<file path="src/rtl/stopwatch_bcd.sv">
// Seconds stopwatch with packed BCD output and debounced start/clear buttons.
// Optional lap hold display enabled by defining LAP_HOLD_EN.
module stopwatch_bcd_debounce #(
    parameter int CYCLES = 4
) (
    input  logic clk,
    input  logic rst_n,
    input  logic btn_n,
    output logic press
);
    localparam int CW = (CYCLES > 1) ? $clog2(CYCLES) : 1;
    localparam logic [CW-1:0] LAST = CW'(CYCLES - 1);

    logic          sync1;
    logic          sync2;
    logic          level;
    logic [CW-1:0] cnt;

    always_ff @(posedge clk or negedge rst_n) begin
        if (!rst_n) begin
            sync1 <= 1'b1;
            sync2 <= 1'b1;
            level <= 1'b1;
            cnt   <= '0;
            press <= 1'b0;
        end else begin
            sync1 <= btn_n;
            sync2 <= sync1;
            press <= 1'b0;
            if (sync2 == level) begin
                cnt <= '0;
            end else if (cnt == LAST) begin
                level <= sync2;
                cnt   <= '0;
                // only the falling (pressed) flip is reported
                press <= ~sync2;
            end else begin
                cnt <= cnt + 1'b1;
            end
        end
    end
endmodule

module stopwatch_bcd #(
    parameter int CLK_HZ          = 12000000,
    parameter int DEBOUNCE_CYCLES = 120000,
    parameter int MAX_TENS        = 5
) (
    input  logic       CLK,
    input  logic       RST_n,
    input  logic       BTN_START_n,
    input  logic       BTN_CLR_n,
`ifdef LAP_HOLD_EN
    input  logic       BTN_LAP_n,
`endif
    output logic [7:0] BCD_OUT,
    output logic       RUNNING,
    output logic       TICK
);
    localparam int PW = (CLK_HZ > 1) ? $clog2(CLK_HZ) : 1;
    localparam logic [PW-1:0] PRESC_LAST = PW'(CLK_HZ - 1);
    localparam logic [3:0] TENS_LAST = 4'(MAX_TENS);

    typedef enum logic [1:0] {
        STOP  = 2'd0,
        RUN   = 2'd1,
        PAUSE = 2'd2
    } state_t;

    state_t        state;
    state_t        next_state;
    logic          start_press;
    logic          clr_press;
    logic          clr_cnt;
    logic          cnt_en;
    logic [PW-1:0] presc;
    logic [3:0]    tens;
    logic [3:0]    ones;
    logic          tick;
    logic          running;

    stopwatch_bcd_debounce #(.CYCLES(DEBOUNCE_CYCLES)) u_start (
        .clk   (CLK),
        .rst_n (RST_n),
        .btn_n (BTN_START_n),
        .press (start_press)
    );

    stopwatch_bcd_debounce #(.CYCLES(DEBOUNCE_CYCLES)) u_clr (
        .clk   (CLK),
        .rst_n (RST_n),
        .btn_n (BTN_CLR_n),
        .press (clr_press)
    );

    always_ff @(posedge CLK or negedge RST_n) begin
        if (!RST_n) begin
            state <= STOP;
        end else begin
            state <= next_state;
        end
    end

    // clear is applied first; start is judged against the original state
    always_comb begin
        next_state = state;
        unique case (state)
            STOP: begin
                if (start_press) next_state = RUN;
            end
            RUN: begin
                if (start_press && !clr_press) next_state = PAUSE;
            end
            PAUSE: begin
                if (start_press) next_state = RUN;
                else if (clr_press) next_state = STOP;
            end
            default: next_state = STOP;
        endcase
    end

    always_comb begin
        clr_cnt = clr_press;
        cnt_en  = (state == RUN) && !start_press && !clr_press;
    end

    always_ff @(posedge CLK or negedge RST_n) begin
        if (!RST_n) begin
            presc   <= '0;
            tens    <= 4'd0;
            ones    <= 4'd0;
            tick    <= 1'b0;
            running <= 1'b0;
        end else begin
            tick    <= 1'b0;
            running <= (next_state == RUN);
            if (clr_cnt) begin
                presc <= '0;
                tens  <= 4'd0;
                ones  <= 4'd0;
            end else if (cnt_en) begin
                if (presc == PRESC_LAST) begin
                    presc <= '0;
                    tick  <= 1'b1;
                    if (ones == 4'd9) begin
                        ones <= 4'd0;
                        tens <= (tens == TENS_LAST) ? 4'd0 : tens + 4'd1;
                    end else begin
                        ones <= ones + 4'd1;
                    end
                end else begin
                    presc <= presc + 1'b1;
                end
            end
        end
    end

`ifdef LAP_HOLD_EN
    logic       lap_press;
    logic       lap_en;
    logic       hold;
    logic [7:0] hold_val;

    stopwatch_bcd_debounce #(.CYCLES(DEBOUNCE_CYCLES)) u_lap (
        .clk   (CLK),
        .rst_n (RST_n),
        .btn_n (BTN_LAP_n),
        .press (lap_press)
    );

    assign lap_en = lap_press && (state == RUN);

    always_ff @(posedge CLK or negedge RST_n) begin
        if (!RST_n) begin
            hold     <= 1'b0;
            hold_val <= 8'h00;
        end else if (clr_cnt) begin
            hold <= 1'b0;
        end else if (lap_en) begin
            hold <= ~hold;
            if (!hold) hold_val <= {tens, ones};
        end
    end

    assign BCD_OUT = hold ? hold_val : {tens, ones};
`else
    assign BCD_OUT = {tens, ones};
`endif

    assign RUNNING = running;
    assign TICK    = tick;
endmodule

</file>
<file path="config.mk">
export PLATFORM = sky130hd
export DESIGN_NAME = stopwatch_bcd
export DESIGN_NICKNAME = d
export VERILOG_FILES = /design/src/rtl/stopwatch_bcd.sv
export SDC_FILE = /design/constraint.sdc
export NUM_CORES = 1
export LEC_CHECK = 0
export BUFFER_PORTS_ARGS = -buffer_cell sky130_fd_sc_hd__buf_2
export CORE_MARGIN = 10
export CORE_UTILIZATION = 25
export CTS_CLUSTER_DIAMETER = 60
export CTS_CLUSTER_SIZE = 28
export DETAILED_ROUTE_END_ITERATION = 8
export GPL_ROUTABILITY_DRIVEN = 0
export GPL_TIMING_DRIVEN = 1
export MAX_ROUTING_LAYER = met4
export PLACE_DENSITY = 0.37
export REMOVE_ABC_BUFFERS = 1
export SLEW_MARGIN = 25
export SYNTH_ARGS = -nofsm -noshare
export SYNTH_HDL_FRONTEND = slang
export SYNTH_HIERARCHICAL = 1
export SYNTH_SLANG_ARGS = --single-unit
</file>
<file path="constraint.sdc">
create_clock -name CLK -period 2.1 [get_ports CLK]
set_clock_uncertainty 0.2 [all_clocks]
set_input_delay 0.105 -clock CLK [delete_from_list [all_inputs] [get_ports CLK]]
set_output_delay 0.105 -clock CLK [all_outputs]
set_load 0.01 [all_outputs]
</file>
## After elaboration in Yosys (flattened, before gate mapping)

Cells that the tools add are included.

- Flip-flop bits (word level): 78
- Output and inout port bits: 10

- $add $sub $neg: 5
- Equality and inequality tests: 10
- Multiplexer cells: 28
- Bitwise operators: 4
- Reductions and logical operators: 13

Operators with widths:

| cell | count |
|---|---|
| $mux 24 | 3 |
| $mux 17 | 4 |
| $mux 4 | 9 |
| $add 17x1->17 const B | 2 |
| $eq 17x17->1 const B | 2 |
| $add 24x1->24 const B | 1 |
| $eq 24x24->1 const B | 1 |
| $add 4x1->4 const B | 2 |
| $mux 2 | 4 |
| $mux 1 | 7 |
| $pmux 2 s3 | 1 |
| $reduce_and 2->1 | 3 |
| $reduce_bool 2->1 | 3 |
| $eq 2x1->1 const B | 2 |
| $eq 4x3->1 const B | 1 |
| $eq 4x4->1 const B | 1 |
| $not 1->1 | 4 |
| $logic_and 1x1->1 | 3 |
| $reduce_and 3->1 | 1 |
| $eq 1x1->1 | 2 |
| $eq 2x2->1 const B | 1 |
| $logic_not 1->1 | 2 |
| $logic_not 2->1 | 1 |

## Depth between registers and ports, before layout

- Word-level depth: 6
- Mapped depth: 7
- Depth with buffers taken out: 7

## By module

Netlist, hierarchy kept.

By module, submodules not included:

| module | instances | cells each | area each (um2) | seq. area each (um2) |
|---|---|---|---|---|
| stopwatch_bcd_debounce | 2 | 94 | 1,012.2 | 529.3 |
| stopwatch_bcd | 1 | 199 | 1,948.1 | 900.9 |

## Least setup slack after synthesis

Ideal clock, no wire load.

- Kind: reg-to-reg
- From: register presc[0]
- To: register tens[3]
- Data arrival time: 1.905 ns
- Required time: 1.774 ns
- Slack: -0.131 ns
- Stages on the path, launching flop included: 8
- Buffers on the path: 1
- Period minus slack after synthesis: 2.231 ns
- Cells stage by stage: dfrtp_1 ha_1 nand4_1 nor4_4 a31o_1 buf_4 nand2_2 a221o_1

- Longest elaborated chain between the ends: 3

RTL lines:

| item | RTL line | text |
|---|---|---|
| start: declaration | 76 | `logic [PW-1:0] presc;` |
| start signal: assignment | 152 | `presc <= presc + 1'b1;` |
| $eq 24x24->1 | 142 | `if (presc == PRESC_LAST) begin` |
| $reduce_bool 2->1 (no line) | -- |  |
| $reduce_and 3->1 (no line) | -- |  |
| end signal: assignment | 147 | `tens <= (tens == TENS_LAST) ? 4'd0 : tens + 4'd1;` |
| end: declaration | 77 | `logic [3:0] tens;` |

No other way between the ends.
A chain may end at the register's enable or synchronous reset.

## Worst setup path after layout

- From: register u_start.press
- To: register tens[3]

- Longest elaborated chain between the ends: 5

RTL lines:

| item | RTL line | text |
|---|---|---|
| start: declaration | 9 | `output logic press` |
| start signal: assignment | 36 | `press <= ~sync2;` |
| $logic_not 1->1 | 124 | `cnt_en = (state == RUN) && !start_press && !clr_press;` |
| $logic_and 1x1->1 (2 in series) | 124 |  |
| $reduce_bool 2->1 (no line) | -- |  |
| $reduce_and 3->1 (no line) | -- |  |

No other way between the ends.

==> metrics.log <==
INFO  metric crit_slowest_cell = sky130_fd_sc_hd__or3b_4
INFO  metric worstHoldPathType = input port to async pin
INFO  metric drive_above_1_share = 0.250
INFO  metric vias_per_cell = 4.45
INFO  metric ys_seq_area_frac = 0.493
INFO  metric initial_core_util = 0.253
INFO  metric r2r-end = tens[3]
INFO  metric fin_total_pwr = 3.10 mW
INFO  metric avgSynthCellArea = 10.3 sq um
INFO  metric yosysTopAreaCellShare = 0.454
INFO  metric diodes = 0
INFO  metric synth.largest_area_cell = sky130_fd_sc_hd__dfrtp_1
INFO  metric total_global_routing_overflow = 0
INFO  metric fin_util = 0.318
INFO  metric setup-violations-final = 0
INFO  metric flow.area_growth_from_synthesis = 25.7%
INFO  metric area_used_by_multi_input_combinational_logic = 0.00195 sq mm
INFO  metric setup_ws = 39.2 ps
INFO  metric gr-usage-all-layers = 0.0912
INFO  metric dieArea = 0.0213 sq mm
INFO  metric dieWidth = 146 microns
INFO  metric crit-reg2reg-launch = u_start/press
INFO  metric synth.lib_cells_used.distinct = 58
INFO  metric totalNegativeSetupSlack = 0 ps
INFO  metric worstSetupPathType = register to register
INFO  metric remaining_drc_errors = 0
INFO  metric stdcell_area = 0.00499 sq mm
INFO  metric io_pins = 14
INFO  metric power.leakage = 2.13 nW
INFO  metric hold_slack = 51.4 ps
INFO  metric reg2reg_setup_slack = 40 ps
INFO  metric clockRootBuffer = sky130_fd_sc_hd__clkbuf_16
INFO  metric synth_warnings = 6
INFO  metric final_nets = 462
INFO  metric drt-initial-drc-count = 124
INFO  metric design.core.area = 0.0157 sq mm
INFO  metric seqCellArea = 0.00196 sq mm
INFO  metric cts-buffers-inserted = 9
INFO  metric slew_violations = 0
INFO  metric finish.cell_count_without_fillers = 672
INFO  metric cts-htree-levels = 3
INFO  metric synth.cell_area = 0.00397 sq mm
INFO  metric number_of_global_route_vias_before_repair = 3111
INFO  metric critPathLaunchType = register
INFO  metric hpwlAfterDp = 6340 microns
INFO  metric post_dp_cell_area = 0.00460 sq mm
INFO  metric drt.antenna.violating_nets = 0
INFO  metric clk_latency = 340 ps
INFO  metric routed_wl = 8910 microns
INFO  metric post_synth_arst_share = 1.00
INFO  metric critical-path-max-stage-delay = 460 ps
INFO  metric critical_path_arrival = 2080 ps
INFO  metric routedWlPerCell = 13.3 microns
INFO  metric slew-limit-headroom = 0.708
INFO  metric synthMostInstantiatedCell = sky130_fd_sc_hd__dfrtp_1
INFO  metric worst_pin_slew = 438 ps
INFO  metric first_pass_grt_wire_length = 15500 microns
INFO  metric clock_path_buffers = 2
INFO  metric firstDrtPassIters = 4
INFO  metric grt_setup_unrepaired = true
INFO  metric clk_pin_slew = 60 ps
INFO  metric finalCritPeriodShare = 0.981
INFO  metric num_vias = 2988
INFO  metric period_minus_slack = 2060 ps
INFO  metric dp_slack = -36.8 ps
INFO  metric timing.critical_path.cells = or3b_4, nor4_4, a31o_1, nand2_2, a221o_1
INFO  metric numPlacedInstances = 650
INFO  metric numPortBuffers = 13
INFO  metric critical_path_peak_fanout = 5
INFO  metric core.rowCount = 46
INFO  metric maxCapViolations = 0
INFO  metric synth_ff_type = sky130_fd_sc_hd__dfrtp_1
INFO  metric setup.worst_path.end_class = register
INFO  metric tritoncts_clock_tree = done
INFO  metric tritoncts_sinks = 78
INFO  metric number_of_enable_flip_flop_cells_after_synthesis = 0
INFO  metric fmax = 485 MHz
INFO  metric power_per_cell_area = 620 mW/mm^2
INFO  metric postSynthRegisterBits = 78
INFO  metric critical_path.n_buffers_inverters = 0
INFO  metric vdd_drop_max = 0.000372 V
INFO  metric postSynthCellCount = 387
INFO  metric grt_antenna_before_repair = 0
INFO  metric hold_violations = 0
INFO  metric grt_max_degree = 49
INFO  metric worst_setup_path_startpoint = u_start/press
INFO  metric critPathTopFamily = simple AND/OR/NAND/NOR gates
INFO  metric synth.cells.most_frequent = 72 x sky130_fd_sc_hd__dfrtp_1, 67 x sky130_fd_sc_hd__nor2_1, 27 x sky130_fd_sc_hd__xnor2_1
INFO  metric vertical_die_dimension = 146 microns
INFO  metric fill_cells = 1625
INFO  metric synth_area_leaders = sky130_fd_sc_hd__dfrtp_1 45%, sky130_fd_sc_hd__nor2_1 6.3%, sky130_fd_sc_hd__xnor2_1 6.0%
INFO  metric run_status = complete, no violations
INFO  metric cp_data_required_time = 2120 ps
INFO  metric reg2regPathDepth = 5
[sequential cells by signal, summed over array words and instances (netlist names), 2 cells and up]
register,cells
tens,4
presc,24
state,2
u_start/cnt,17
u_clr/cnt,17
ones,4
[cell type report]
cell class                      count  area share
Sequential cell                    78       0.392
Timing Repair Buffer               63      0.0977
Multi-Input combinational cell    288       0.391
Clock inverter                      1     0.00100
Clock buffer                       15      0.0556
Inverter                           11     0.00827
Tap cell                          216      0.0541
[report_power, final]
part / total, mW / switching (mW) / internal [mW]
Clock: 1.48 / 0.587 / 0.897
Combinational: 0.0808 / 0.0520 / 0.0288
Sequential: 1.53 / 0.0139 / 1.52
[timing repair]
item                                    CTS  global route
hold buffers                              3             0
resized for setup                         1            11
setup buffers                             0             3
pin swaps                                 1             1
endpoints found under the setup margin    7            25
endpoints found under the hold margin    74             0
[worst max-delay path by stage]
stage	to	depth (start not counted)
finish	tens[3]	5
global route	ones[2]	6
CTS	tens[2]	6
detailed placement	tens[2]	6
global placement	tens[2]	6
floorplan	tens[3]	6
[cell usage in the layout (no fill, tap or decap), types with 7 or more instances in the layout]
cell	n
sky130_fd_sc_hd__xnor2_1	27
sky130_fd_sc_hd__nand3_1	19
sky130_fd_sc_hd__clkbuf_16	9
sky130_fd_sc_hd__nor4_1	7
sky130_fd_sc_hd__buf_4	45
sky130_fd_sc_hd__nor2_1	66
sky130_fd_sc_hd__buf_2	12
sky130_fd_sc_hd__xor2_1	21
sky130_fd_sc_hd__inv_1	11
sky130_fd_sc_hd__a31oi_1	7
sky130_fd_sc_hd__nor3_1	9
sky130_fd_sc_hd__nand2_1	26
sky130_fd_sc_hd__nand4_1	20
sky130_fd_sc_hd__dfrtp_1	72
[logic make-up (layout without fill, tap and decap cells)]
group / Yosys count / after routing / share of synthesized area
muxes: 7 / 7 / 0.0214
buffers and inverters: 21 / 90 / 0.0261
and+or+nand+nor: 196 / 196 / 0.273
AOI/OAI and AO/OA: 30 / 30 / 0.0586
adders and majority gates: 7 / 7 / 0.0220
xor gates and xnor gates: 48 / 48 / 0.106
DFF: 78 / 78 / 0.493
[routing by layer]
layer,global-route usage,wire length [microns],share of wire,vias to the layer above
li1,-,-,-,1500
met1,0.116,4470,0.50,1452
met2,0.135,4080,0.46,29
met3,0.0312,246,0.028,7
met4,0.0280,116,0.013,0
met5,-,0,0,-
Power figures use the tool's default switching activity.
